`config.mk`:
```
export PLATFORM = sky130hd
export DESIGN_NAME = control_sequencer_flat
export DESIGN_NICKNAME = d
export VERILOG_FILES = /design/src/rtl/mini_src_pkg.sv /design/src/rtl/control_sequencer_if.sv /design/src/rtl/opcode_classifier.sv /design/src/rtl/control_sequencer.sv /design/src/flat_wrapper.sv
export SDC_FILE = /design/constraint.sdc
export NUM_CORES = 1
export LEC_CHECK = 0
export ABC_AREA = 1
export BUFFER_PORTS_ARGS = -buffer_cell sky130_fd_sc_hd__buf_2
export CORE_MARGIN = 5
export CORE_UTILIZATION = 45
export CTS_CLUSTER_DIAMETER = 100
export CTS_CLUSTER_SIZE = 14
export DETAILED_ROUTE_END_ITERATION = 10
export PLACE_DENSITY = 0.92
export SYNTH_ARGS = -nofsm -noshare
export SYNTH_HDL_FRONTEND = slang
export SYNTH_HIERARCHICAL = 1
export SYNTH_SLANG_ARGS = --single-unit
```
`constraint.sdc`:
```
create_clock -name clock -period 3 [get_ports clock]
set_input_delay 0.3 -clock clock [delete_from_list [all_inputs] [get_ports clock]]
set_output_delay 0.3 -clock clock [all_outputs]
set_load 0.01 [all_outputs]
```
`src/rtl/mini_src_pkg.sv`:
```
// rtl/mini_src_pkg.sv - Mini SRC opcodes, step encodings and instruction classes
package mini_src_pkg;

    localparam logic [4:0] OP_LD   = 5'b00000;
    localparam logic [4:0] OP_LDI  = 5'b00001;
    localparam logic [4:0] OP_ST   = 5'b00010;
    localparam logic [4:0] OP_ADD  = 5'b00011;
    localparam logic [4:0] OP_SUB  = 5'b00100;
    localparam logic [4:0] OP_AND  = 5'b00101;
    localparam logic [4:0] OP_OR   = 5'b00110;
    localparam logic [4:0] OP_ROR  = 5'b00111;
    localparam logic [4:0] OP_ROL  = 5'b01000;
    localparam logic [4:0] OP_SHR  = 5'b01001;
    localparam logic [4:0] OP_SHRA = 5'b01010;
    localparam logic [4:0] OP_SHL  = 5'b01011;
    localparam logic [4:0] OP_ADDI = 5'b01100;
    localparam logic [4:0] OP_ANDI = 5'b01101;
    localparam logic [4:0] OP_ORI  = 5'b01110;
    localparam logic [4:0] OP_DIV  = 5'b01111;
    localparam logic [4:0] OP_MUL  = 5'b10000;
    localparam logic [4:0] OP_NEG  = 5'b10001;
    localparam logic [4:0] OP_NOT  = 5'b10010;
    localparam logic [4:0] OP_NOP  = 5'b11010;
    localparam logic [4:0] OP_HALT = 5'b11011;

    localparam logic [4:0] NOP_OP  = OP_NOP;
    localparam logic [4:0] ADD_OP  = OP_ADD;

    typedef enum logic [3:0] {
        ST_IDLE   = 4'd0,
        ST_T0     = 4'd1,
        ST_T1     = 4'd2,
        ST_T2     = 4'd3,
        ST_T3     = 4'd4,
        ST_T4     = 4'd5,
        ST_T5     = 4'd6,
        ST_T6     = 4'd7,
        ST_T7     = 4'd8,
        ST_HALTED = 4'd15
    } step_t;

    typedef enum logic [3:0] {
        CL_ALU3, CL_ALUI, CL_LDI, CL_LD, CL_ST,
        CL_MULDIV, CL_UNARY, CL_NOP, CL_HALT, CL_ILLEGAL
    } iclass_t;

endpackage

```
`src/rtl/control_sequencer_if.sv`:
```
// rtl/control_sequencer_if.sv - IR/memory inputs and datapath strobes of the control unit
interface control_sequencer_if #(
    parameter int OPCODE_W = 5
);
    logic                run;
    logic [31:0]         IR;
    logic                mem_ready;
    logic                PCout, Zlowout, Zhighout, MDRout, Cout, BAout, Rout;
    logic                MARin, MDRin, IRin, PCin, Yin, Zin, HIin, LOin, Rin;
    logic                Gra, Grb, Grc;
    logic                IncPC, Read, Write;
    logic [OPCODE_W-1:0] alu_op;
    logic [3:0]          step;
    logic                halted;
    logic                illegal;

    modport master (
        input  run, IR, mem_ready,
        output PCout, Zlowout, Zhighout, MDRout, Cout, BAout, Rout,
        output MARin, MDRin, IRin, PCin, Yin, Zin, HIin, LOin, Rin,
        output Gra, Grb, Grc, IncPC, Read, Write,
        output alu_op, step, halted, illegal
    );

    modport slave (
        output run, IR, mem_ready,
        input  PCout, Zlowout, Zhighout, MDRout, Cout, BAout, Rout,
        input  MARin, MDRin, IRin, PCin, Yin, Zin, HIin, LOin, Rin,
        input  Gra, Grb, Grc, IncPC, Read, Write,
        input  alu_op, step, halted, illegal
    );
endinterface

```
`src/rtl/opcode_classifier.sv`:
```
// rtl/opcode_classifier.sv - combinational opcode-to-instruction-class decoder
module opcode_classifier
    import mini_src_pkg::*;
(
    input  logic [4:0] i_opcode,
    output iclass_t    o_class
);
    always_comb begin
        o_class = CL_ILLEGAL;
        case (i_opcode)
            OP_LD:                   o_class = CL_LD;
            OP_LDI:                  o_class = CL_LDI;
            OP_ST:                   o_class = CL_ST;
            OP_ADD, OP_SUB, OP_AND, OP_OR, OP_ROR,
            OP_ROL, OP_SHR, OP_SHRA, OP_SHL:
                                     o_class = CL_ALU3;
            OP_ADDI, OP_ANDI, OP_ORI: o_class = CL_ALUI;
            OP_DIV, OP_MUL:          o_class = CL_MULDIV;
            OP_NEG, OP_NOT:          o_class = CL_UNARY;
            OP_NOP:                  o_class = CL_NOP;
            OP_HALT:                 o_class = CL_HALT;
            default:                 o_class = CL_ILLEGAL;
        endcase
    end
endmodule

```
`src/rtl/control_sequencer.sv`:
```
// rtl/control_sequencer.sv - hardwired Mini SRC control unit: fetch T0-T2, class-specific execute T3-T7
module control_sequencer #(
    parameter int                  OPCODE_W      = 5,
    parameter bit                  MEM_HANDSHAKE = 1'b1,
    parameter logic [OPCODE_W-1:0] NOP_OP        = OPCODE_W'(mini_src_pkg::NOP_OP),
    parameter logic [OPCODE_W-1:0] ADD_OP        = OPCODE_W'(mini_src_pkg::ADD_OP)
) (
    input logic                 clock,
    input logic                 clear,
    control_sequencer_if.master bus
);
    import mini_src_pkg::*;

    step_t      r_step;
    step_t      w_next;
    iclass_t    w_class;
    logic [4:0] w_opcode;
    logic       w_mem_done;
    logic       w_unused_ir;

    assign w_opcode    = bus.IR[31:27];
    assign w_unused_ir = ^bus.IR[26:0];
    assign w_mem_done  = !MEM_HANDSHAKE || bus.mem_ready;
    assign bus.step    = r_step;

    opcode_classifier u_classifier (
        .i_opcode (w_opcode),
        .o_class  (w_class)
    );

    always_ff @(posedge clock) begin
        if (clear) r_step <= ST_IDLE;
        else       r_step <= w_next;
    end

    always_comb begin
        w_next       = r_step;
        bus.PCout    = 1'b0; bus.Zlowout = 1'b0; bus.Zhighout = 1'b0; bus.MDRout = 1'b0;
        bus.Cout     = 1'b0; bus.BAout   = 1'b0; bus.Rout     = 1'b0;
        bus.MARin    = 1'b0; bus.MDRin   = 1'b0; bus.IRin     = 1'b0; bus.PCin   = 1'b0;
        bus.Yin      = 1'b0; bus.Zin     = 1'b0; bus.HIin     = 1'b0; bus.LOin   = 1'b0;
        bus.Rin      = 1'b0; bus.Gra     = 1'b0; bus.Grb      = 1'b0; bus.Grc    = 1'b0;
        bus.IncPC    = 1'b0; bus.Read    = 1'b0; bus.Write    = 1'b0;
        bus.halted   = 1'b0; bus.illegal = 1'b0;
        bus.alu_op   = NOP_OP;

        case (r_step)
            ST_IDLE: if (bus.run) w_next = ST_T0;
            ST_T0: begin
                bus.PCout = 1'b1; bus.MARin = 1'b1; bus.IncPC = 1'b1; bus.Zin = 1'b1;
                bus.alu_op = ADD_OP;
                w_next = ST_T1;
            end
            ST_T1: begin
                bus.Zlowout = 1'b1; bus.PCin = 1'b1; bus.Read = 1'b1; bus.MDRin = 1'b1;
                if (w_mem_done) w_next = ST_T2;
            end
            ST_T2: begin
                bus.MDRout = 1'b1; bus.IRin = 1'b1;
                w_next = ST_T3;
            end
            ST_T3: begin
                w_next = ST_T4;
                case (w_class)
                    CL_ALU3, CL_ALUI:   begin bus.Grb = 1'b1; bus.Rout  = 1'b1; bus.Yin = 1'b1; end
                    CL_LDI, CL_LD, CL_ST: begin bus.Grb = 1'b1; bus.BAout = 1'b1; bus.Yin = 1'b1; end
                    CL_MULDIV:          begin bus.Gra = 1'b1; bus.Rout  = 1'b1; bus.Yin = 1'b1; end
                    CL_UNARY: begin
                        bus.Grb = 1'b1; bus.Rout = 1'b1; bus.Zin = 1'b1;
                        bus.alu_op = OPCODE_W'(w_opcode);
                    end
                    CL_HALT:    w_next = ST_HALTED;
                    CL_ILLEGAL: begin bus.illegal = 1'b1; w_next = ST_T0; end
                    default:    w_next = ST_T0;
                endcase
            end
            ST_T4: begin
                w_next = (w_class == CL_UNARY) ? ST_T0 : ST_T5;
                case (w_class)
                    CL_ALU3: begin
                        bus.Grc = 1'b1; bus.Rout = 1'b1; bus.Zin = 1'b1;
                        bus.alu_op = OPCODE_W'(w_opcode);
                    end
                    CL_MULDIV: begin
                        bus.Grb = 1'b1; bus.Rout = 1'b1; bus.Zin = 1'b1;
                        bus.alu_op = OPCODE_W'(w_opcode);
                    end
                    CL_ALUI: begin
                        bus.Cout = 1'b1; bus.Zin = 1'b1;
                        if (w_opcode == OP_ANDI)     bus.alu_op = OPCODE_W'(OP_AND);
                        else if (w_opcode == OP_ORI) bus.alu_op = OPCODE_W'(OP_OR);
                        else                         bus.alu_op = ADD_OP;
                    end
                    CL_LDI, CL_LD, CL_ST: begin
                        bus.Cout = 1'b1; bus.Zin = 1'b1; bus.alu_op = ADD_OP;
                    end
                    CL_UNARY: begin bus.Zlowout = 1'b1; bus.Gra = 1'b1; bus.Rin = 1'b1; end
                    default: ;
                endcase
            end
            ST_T5: begin
                w_next = ST_T0;
                case (w_class)
                    CL_ALU3, CL_ALUI, CL_LDI: begin bus.Zlowout = 1'b1; bus.Gra = 1'b1; bus.Rin = 1'b1; end
                    CL_LD, CL_ST: begin bus.Zlowout = 1'b1; bus.MARin = 1'b1; w_next = ST_T6; end
                    CL_MULDIV:    begin bus.Zlowout = 1'b1; bus.LOin  = 1'b1; w_next = ST_T6; end
                    default: ;
                endcase
            end
            ST_T6: begin
                w_next = ST_T0;
                case (w_class)
                    CL_LD: begin
                        bus.Read = 1'b1; bus.MDRin = 1'b1;
                        w_next = w_mem_done ? ST_T7 : ST_T6;
                    end
                    // Read stays low so the MDR takes the register value from the bus
                    CL_ST:     begin bus.Gra = 1'b1; bus.Rout = 1'b1; bus.MDRin = 1'b1; w_next = ST_T7; end
                    CL_MULDIV: begin bus.Zhighout = 1'b1; bus.HIin = 1'b1; end
                    default: ;
                endcase
            end
            ST_T7: begin
                w_next = ST_T0;
                case (w_class)
                    CL_LD: begin bus.MDRout = 1'b1; bus.Gra = 1'b1; bus.Rin = 1'b1; end
                    CL_ST: begin
                        bus.Write = 1'b1;
                        if (!w_mem_done) w_next = ST_T7;
                    end
                    default: ;
                endcase
            end
            ST_HALTED: bus.halted = 1'b1;
            default:   w_next = ST_IDLE;
        endcase
    end
endmodule

```
`src/flat_wrapper.sv`:
```
// flat-port wrapper written by rule: the top's interface ports become plain ports
module control_sequencer_flat import mini_src_pkg::*;
#(
    parameter int                  OPCODE_W      = 5,
    parameter bit                  MEM_HANDSHAKE = 1'b1,
    parameter logic [OPCODE_W-1:0] NOP_OP        = OPCODE_W'(mini_src_pkg::NOP_OP),
    parameter logic [OPCODE_W-1:0] ADD_OP        = OPCODE_W'(mini_src_pkg::ADD_OP)
)
  (clock, clear, bus_run, bus_IR, bus_mem_ready, bus_PCout, bus_Zlowout, bus_Zhighout, bus_MDRout, bus_Cout, bus_BAout, bus_Rout, bus_MARin, bus_MDRin, bus_IRin, bus_PCin, bus_Yin, bus_Zin, bus_HIin, bus_LOin, bus_Rin, bus_Gra, bus_Grb, bus_Grc, bus_IncPC, bus_Read, bus_Write, bus_alu_op, bus_step, bus_halted, bus_illegal);
  control_sequencer_if #(.OPCODE_W(OPCODE_W)) bus_i ();
  input logic clock;
  input logic clear;
  input wire logic [$bits(bus_i.run)-1:0] bus_run;
  input wire logic [$bits(bus_i.IR)-1:0] bus_IR;
  input wire logic [$bits(bus_i.mem_ready)-1:0] bus_mem_ready;
  output wire logic [$bits(bus_i.PCout)-1:0] bus_PCout;
  output wire logic [$bits(bus_i.Zlowout)-1:0] bus_Zlowout;
  output wire logic [$bits(bus_i.Zhighout)-1:0] bus_Zhighout;
  output wire logic [$bits(bus_i.MDRout)-1:0] bus_MDRout;
  output wire logic [$bits(bus_i.Cout)-1:0] bus_Cout;
  output wire logic [$bits(bus_i.BAout)-1:0] bus_BAout;
  output wire logic [$bits(bus_i.Rout)-1:0] bus_Rout;
  output wire logic [$bits(bus_i.MARin)-1:0] bus_MARin;
  output wire logic [$bits(bus_i.MDRin)-1:0] bus_MDRin;
  output wire logic [$bits(bus_i.IRin)-1:0] bus_IRin;
  output wire logic [$bits(bus_i.PCin)-1:0] bus_PCin;
  output wire logic [$bits(bus_i.Yin)-1:0] bus_Yin;
  output wire logic [$bits(bus_i.Zin)-1:0] bus_Zin;
  output wire logic [$bits(bus_i.HIin)-1:0] bus_HIin;
  output wire logic [$bits(bus_i.LOin)-1:0] bus_LOin;
  output wire logic [$bits(bus_i.Rin)-1:0] bus_Rin;
  output wire logic [$bits(bus_i.Gra)-1:0] bus_Gra;
  output wire logic [$bits(bus_i.Grb)-1:0] bus_Grb;
  output wire logic [$bits(bus_i.Grc)-1:0] bus_Grc;
  output wire logic [$bits(bus_i.IncPC)-1:0] bus_IncPC;
  output wire logic [$bits(bus_i.Read)-1:0] bus_Read;
  output wire logic [$bits(bus_i.Write)-1:0] bus_Write;
  output wire logic [$bits(bus_i.alu_op)-1:0] bus_alu_op;
  output wire logic [$bits(bus_i.step)-1:0] bus_step;
  output wire logic [$bits(bus_i.halted)-1:0] bus_halted;
  output wire logic [$bits(bus_i.illegal)-1:0] bus_illegal;
  assign bus_i.run = bus_run;
  assign bus_i.IR = bus_IR;
  assign bus_i.mem_ready = bus_mem_ready;
  assign bus_PCout = bus_i.PCout;
  assign bus_Zlowout = bus_i.Zlowout;
  assign bus_Zhighout = bus_i.Zhighout;
  assign bus_MDRout = bus_i.MDRout;
  assign bus_Cout = bus_i.Cout;
  assign bus_BAout = bus_i.BAout;
  assign bus_Rout = bus_i.Rout;
  assign bus_MARin = bus_i.MARin;
  assign bus_MDRin = bus_i.MDRin;
  assign bus_IRin = bus_i.IRin;
  assign bus_PCin = bus_i.PCin;
  assign bus_Yin = bus_i.Yin;
  assign bus_Zin = bus_i.Zin;
  assign bus_HIin = bus_i.HIin;
  assign bus_LOin = bus_i.LOin;
  assign bus_Rin = bus_i.Rin;
  assign bus_Gra = bus_i.Gra;
  assign bus_Grb = bus_i.Grb;
  assign bus_Grc = bus_i.Grc;
  assign bus_IncPC = bus_i.IncPC;
  assign bus_Read = bus_i.Read;
  assign bus_Write = bus_i.Write;
  assign bus_alu_op = bus_i.alu_op;
  assign bus_step = bus_i.step;
  assign bus_halted = bus_i.halted;
  assign bus_illegal = bus_i.illegal;
  control_sequencer #(.OPCODE_W(OPCODE_W), .MEM_HANDSHAKE(MEM_HANDSHAKE), .NOP_OP(NOP_OP), .ADD_OP(ADD_OP)) u_core (.clock(clock), .clear(clear), .bus(bus_i));
endmodule
```
==> Word level (Yosys, flattened, before mapping) <==
Memories as Yosys holds them, arrays and structs flattened.
Index checks and enable logic that the tools add are counted.
{ "op_classes": {"eq_ne": 21, "n_mux": 51, "bitwise_logic": 1, "reduce_logical": 13} }
{ "ops": {"columns": ["op", "count"], "rows": [
  ["$pmux 4 s10", 1],
  ["$pmux 5 s3", 2],
  ["$eq 4x3->1 const B", 7],
  ["$mux 1", 26],
  ["$mux 4", 5],
  ["$eq 4x2->1 const B", 4],
  ["$eq 4x4->1 const B", 4],
  ["$pmux 4 s2", 2],
  ["$pmux 1 s3", 4],
  ["$reduce_or 6->1", 2],
  ["$eq 5x4->1 const B", 2],
  ["$mux 5", 2],
  ["$pmux 1 s2", 5],
  ["$mux 3", 3],
  ["$reduce_or 3->1", 3],
  ["$eq 4x1->1 const B", 2],
  ["$logic_not 4->1", 2],
  ["$reduce_or 4->1", 2],
  ["$reduce_or 7->1", 1],
  ["$pmux 1 s5", 1],
  ["$ne 2x2->1 const B", 2],
  ["$reduce_or 2->1", 2],
  ["$reduce_and 3->1", 1],
  ["$not 1->1", 1]
]} }
{ "word_totals": {"reg_bits": 4, "romBits": 128, "in_bits": 36, "output_inout_bits": 33, "word_cells": 88, "mem_count": 1} }
{ "memory_table": {"columns": ["memory", "depth", "word_bits", "read_ports", "rd_ports_with_merged_regs", "wr", "line_no", "source"], "rows": [
  ["(name not given)", 32, 4, 1, 0, 0, "opcode_classifier.sv:10", "case (i_opcode)"]
]} }

==> Logic depth before layout (Yosys ltp) <==
{ "logic_depth": {"ltp_word": 5, "mapped_depth": 15, "ltp_nobuf": 15} }

==> Cells and area by module <==
Netlist, hierarchy kept.
{ "by_module_without_submodules": {"columns": ["module", "n_inst", "cells_per_inst", "area_per_inst_um2", "seq_area_each_um2"], "rows": [
  ["control_sequencer", 1, 172, 833.3, 80.1],
  ["opcode_classifier", 1, 34, 182.7, 0.0]
]} }

==> Least setup slack after synthesis <==
No wires, ideal clock.
{ "synth_path": {"kind": "input-to-output", "start": "input bus_IR[27]", "end": "output bus_alu_op[1]", "arrival_ns": 1.671, "required_ns": 2.700, "slack_ns": 1.029, "cell_stages": 12, "n_path_buf": 0, "path_cell_list": "inv_1 ha_1 nand3_2 nand2_1 nor2_1 inv_1 nand2_1 nor2_1 a21oi_1 nand3_1 o21ai_1 nand3_1"} }
{ "synth_via": {"elab_chain_len": 5, "elab_cells_between_ends": 15, "cone_classes": "7 x eq/ne; 4 x mux; 3 x reduce/logical; 1 x memory"} }
{ "synth_lines": {"columns": ["item", "line_no", "source"], "rows": [
  ["from (decl)", "flat_wrapper.sv:14", "input wire logic [$bits(bus_i.IR)-1:0] bus_IR;"],
  ["$mem_v2 32x4 *", null, null],
  ["via u_core.w_class[3]", "control_sequencer.sv:16", "iclass_t w_class;"],
  ["$eq 4x2->1, or another cell as far along", "control_sequencer.sv:79", "case (w_class)"],
  ["$reduce_or 3->1 or $reduce_or 2->1 (tied branches)", null, null],
  ["$pmux 5 s3", "control_sequencer.sv:79", null],
  ["$pmux 5 s3 *", "control_sequencer.sv:47", "case (r_step)"],
  ["to (decl)", "flat_wrapper.sv:38", "output wire logic [$bits(bus_i.alu_op)-1:0] bus_alu_op;"]
]} }
Mark *: on every way through the listed nets, which the timed path passes. The rest lies on a longest branch.

==> Worst setup path in the final report <==
Ends and elaborated chain as after synthesis.

==> impl_metrics.py <==
metrics = {
    "power_and_ir_drop": {
        "p_per_area_mw_per_mm2": 299.0,
        "leakage_nw": 0.8098,
        "ir_drop_mv": 0.4672,
    },
    "critical_path": {
        "worstSetupPathType": "input pin to primary output",
        "crit_path_start_kind": "input pin",
        "arrival_ps": 2220,
        "rr_worst_depth": 8,
        "crit_fanout": 6,
        "endpoint_kind": "primary output",
        "worstPathRequired_ps": 2700,
    },
    "clock_network": {
        "hold_buffers": 0,
        "clockBufferDepth": 2,
        "cts_buffers": 3,
        "insertion_delay_ps": 250,
        "cts_tree": "done",
        "cts_setup_buffers": 0,
        "clock_sink_count": 4,
        "clk_pin_slew_ps": 40,
        "root_buffer": "clkbuf_4",
        "cts_htree_levels": 1,
        "ctsResizeCount": 0,
    },
    "final_layout": {
        "nNetsFinal": 289,
        "multiInputGateArea_um2": 774.5,
        "drive_above_1_share": 0.2348,
        "areaGrowthSynthToFinish_pct": 23.28,
        "stdcell_area_mm2": 0.001252,
        "fillers": 240,
        "seq_area_um2": 80.08,
        "diodes": 0,
        "mostFrequentLayoutCells": "nand2_1, buf_2, nor2_1, inv_1, nand3_1",
        "finalNonFillerCells": 275,
        "largest_reg_flops": 4,
        "final_common_cell": "nand2_1",
    },
    "detailed_routing": {
        "wire_per_inst_um": 11.00,
        "vias_per_cell": 5.120,
        "initialDrtViolationCount": 82,
        "totalWireLength_um": 3024,
        "route.detailed.drc": 0,
        "dr.pass1.iters": 4,
        "antenna_left": 0,
        "vias": 1408,
    },
    "synthesis": {
        "syn_inst": 206,
        "yosys.area_share.simple": 0.5468,
        "synth_compound_area_frac": 0.1663,
        "synth_xor_area_frac": 0,
        "synth_top_family_by_area": "simple AND/OR/NAND/NOR gates",
        "syn_area_per_cell_um2": 4.932,
        "syn_area_mm2": 0.001016,
        "synth_seq_cells": 4,
        "synthAdderAreaFrac": 0.04926,
        "synth.area.mux_share": 0,
        "synth_seq_area_share": 0.07882,
        "ys.warnings.count": 6,
        "netlist-cell-type-count": 23,
        "synth_nets": 246,
    },
    "timing": {
        "hold_viol_final": 0,
        "finalSetupViolCount": 0,
        "fmax_mhz": 396.5,
        "finClkSkew_ps": 11.05,
        "post-route-period-util": 0.8406,
        "period_minus_slack_ps": 2522,
        "maxSlewHeadroom": 0.7734,
        "worstMarginPinSlew_ps": 338.7,
        "slew_violations": 0,
        "fin_tns_setup_ps": 0,
        "rsz0062_at_grt": "no",
    },
    "global_routing": {
        "grt_overflow": 0,
        "grt_max_degree": 12,
        "grt_pass1_vias": 1178,
        "antenna_found_initial": 0,
        "grt_pass1_wl_um": 4940,
        "grt_use_total": 0.1801,
    },
    "floorplanning": {
        "die_area_mm2": 0.003308,
        "start_util": 0.4637,
        "num_rows": 17,
        "core_area_mm2": 0.002191,
        "die_h_um": 57.52,
        "io-pin-count": 69,
        "die_w_um": 57.52,
    },
    "place": {
        "place_inst": 272,
        "portBuffers": 41,
        "dp_hpwl_um": 2516,
        "gp_congestion": 0.9446,
        "placed_area_mm2": 0.001230,
    },
    "run_status": {
        "status": "finished clean",
    },
    "hold_path": {
        "holdPathStages": 2,
        "hp-class": "input pin to flip-flop",
    },
    "flow_run": {
        "max_cap_violations": 0,
    },
}
-- critical path, cell delays in order --
cell     delay [ps]
buf_2           150
inv_1            80
ha_1            230
nand3_2         100
nand2_1          50
nor2_1          270
inv_1           160
nand2_1         100
nor2_1           80
a21oi_1         240
nand3_1         110
o21ai_1         130
nand3_1          70
buf_2           140
-- where the power goes --
part	internal (mW)	switching (mW)	total [mW]
logic	0.0809	0.153	0.233
clock network	0.0450	0.0260	0.0711
registers	0.0601	0.0100	0.0701
-- path summary, 6_finish.rpt --
kind                                          from                  to  slack [ps]
worst min-delay path                         clear  u_core/bus.step[1]         240
worst max-delay path                    bus_IR[27]       bus_alu_op[1]         480
worst max register to register  u_core/bus.step[2]  u_core/bus.step[0]        1590
worst min register to register  u_core/bus.step[2]  u_core/bus.step[0]         680
-- final cells by class --
type	count	area share
Inverter	36	0.1079
Sequential cell	4	0.06394
Tap cell	28	0.02797
Clock buffer	3	0.01798
Multi-Input combinational cell	163	0.6184
Timing Repair Buffer	41	0.1638
-- Yosys cell counts, drive strengths merged --
cell type | number | area share
nand2 | 64 | 0.25
nor2 | 40 | 0.17
inv | 36 | 0.13
nand3 | 18 | 0.094
o21ai | 17 | 0.084
a21oi | 10 | 0.053
dfxtp | 4 | 0.079
ha | 4 | 0.049
nor3 | 4 | 0.020
buf | 3 | 0.026
o211ai | 2 | 0.015
nand4 | 1 | 0.0062
nor4 | 1 | 0.0062
o221ai | 1 | 0.0086
o22ai | 1 | 0.0062
-- cells by family (layout without fill, tap and decap cells) --
group                      Yosys count  after routing
and+or+nand+nor                    128            128
buffers and inverters               39             80
AOI/OAI and AO/OA                   31             31
adders and majority gates            4              4
DFF                                  4              4
-- routing by layer --
layer	global-route usage	wire [µm]
met2	0.2887	1422
met1	0.2493	1263
met4	0.03974	24
met3	0.03167	313
met5	0	0
-- stage by stage --
stage	setup slack, ps	utilization	hold WS (ps)	power [mW]
2_1_floorplan	1029	-	362.4	0.2279
3_3_place_gp	534.6	0.5614	495.9	0.2982
3_5_place_dp	532.4	0.5614	494.4	0.3025
4_1_cts	523.4	0.5717	227.5	0.3773
5_1_grt	281.9	0.5717	239.9	0.4132
6_report	478.1	0.5717	237.6	0.3745
No activity file was read; power rests on OpenSTA's default activity.
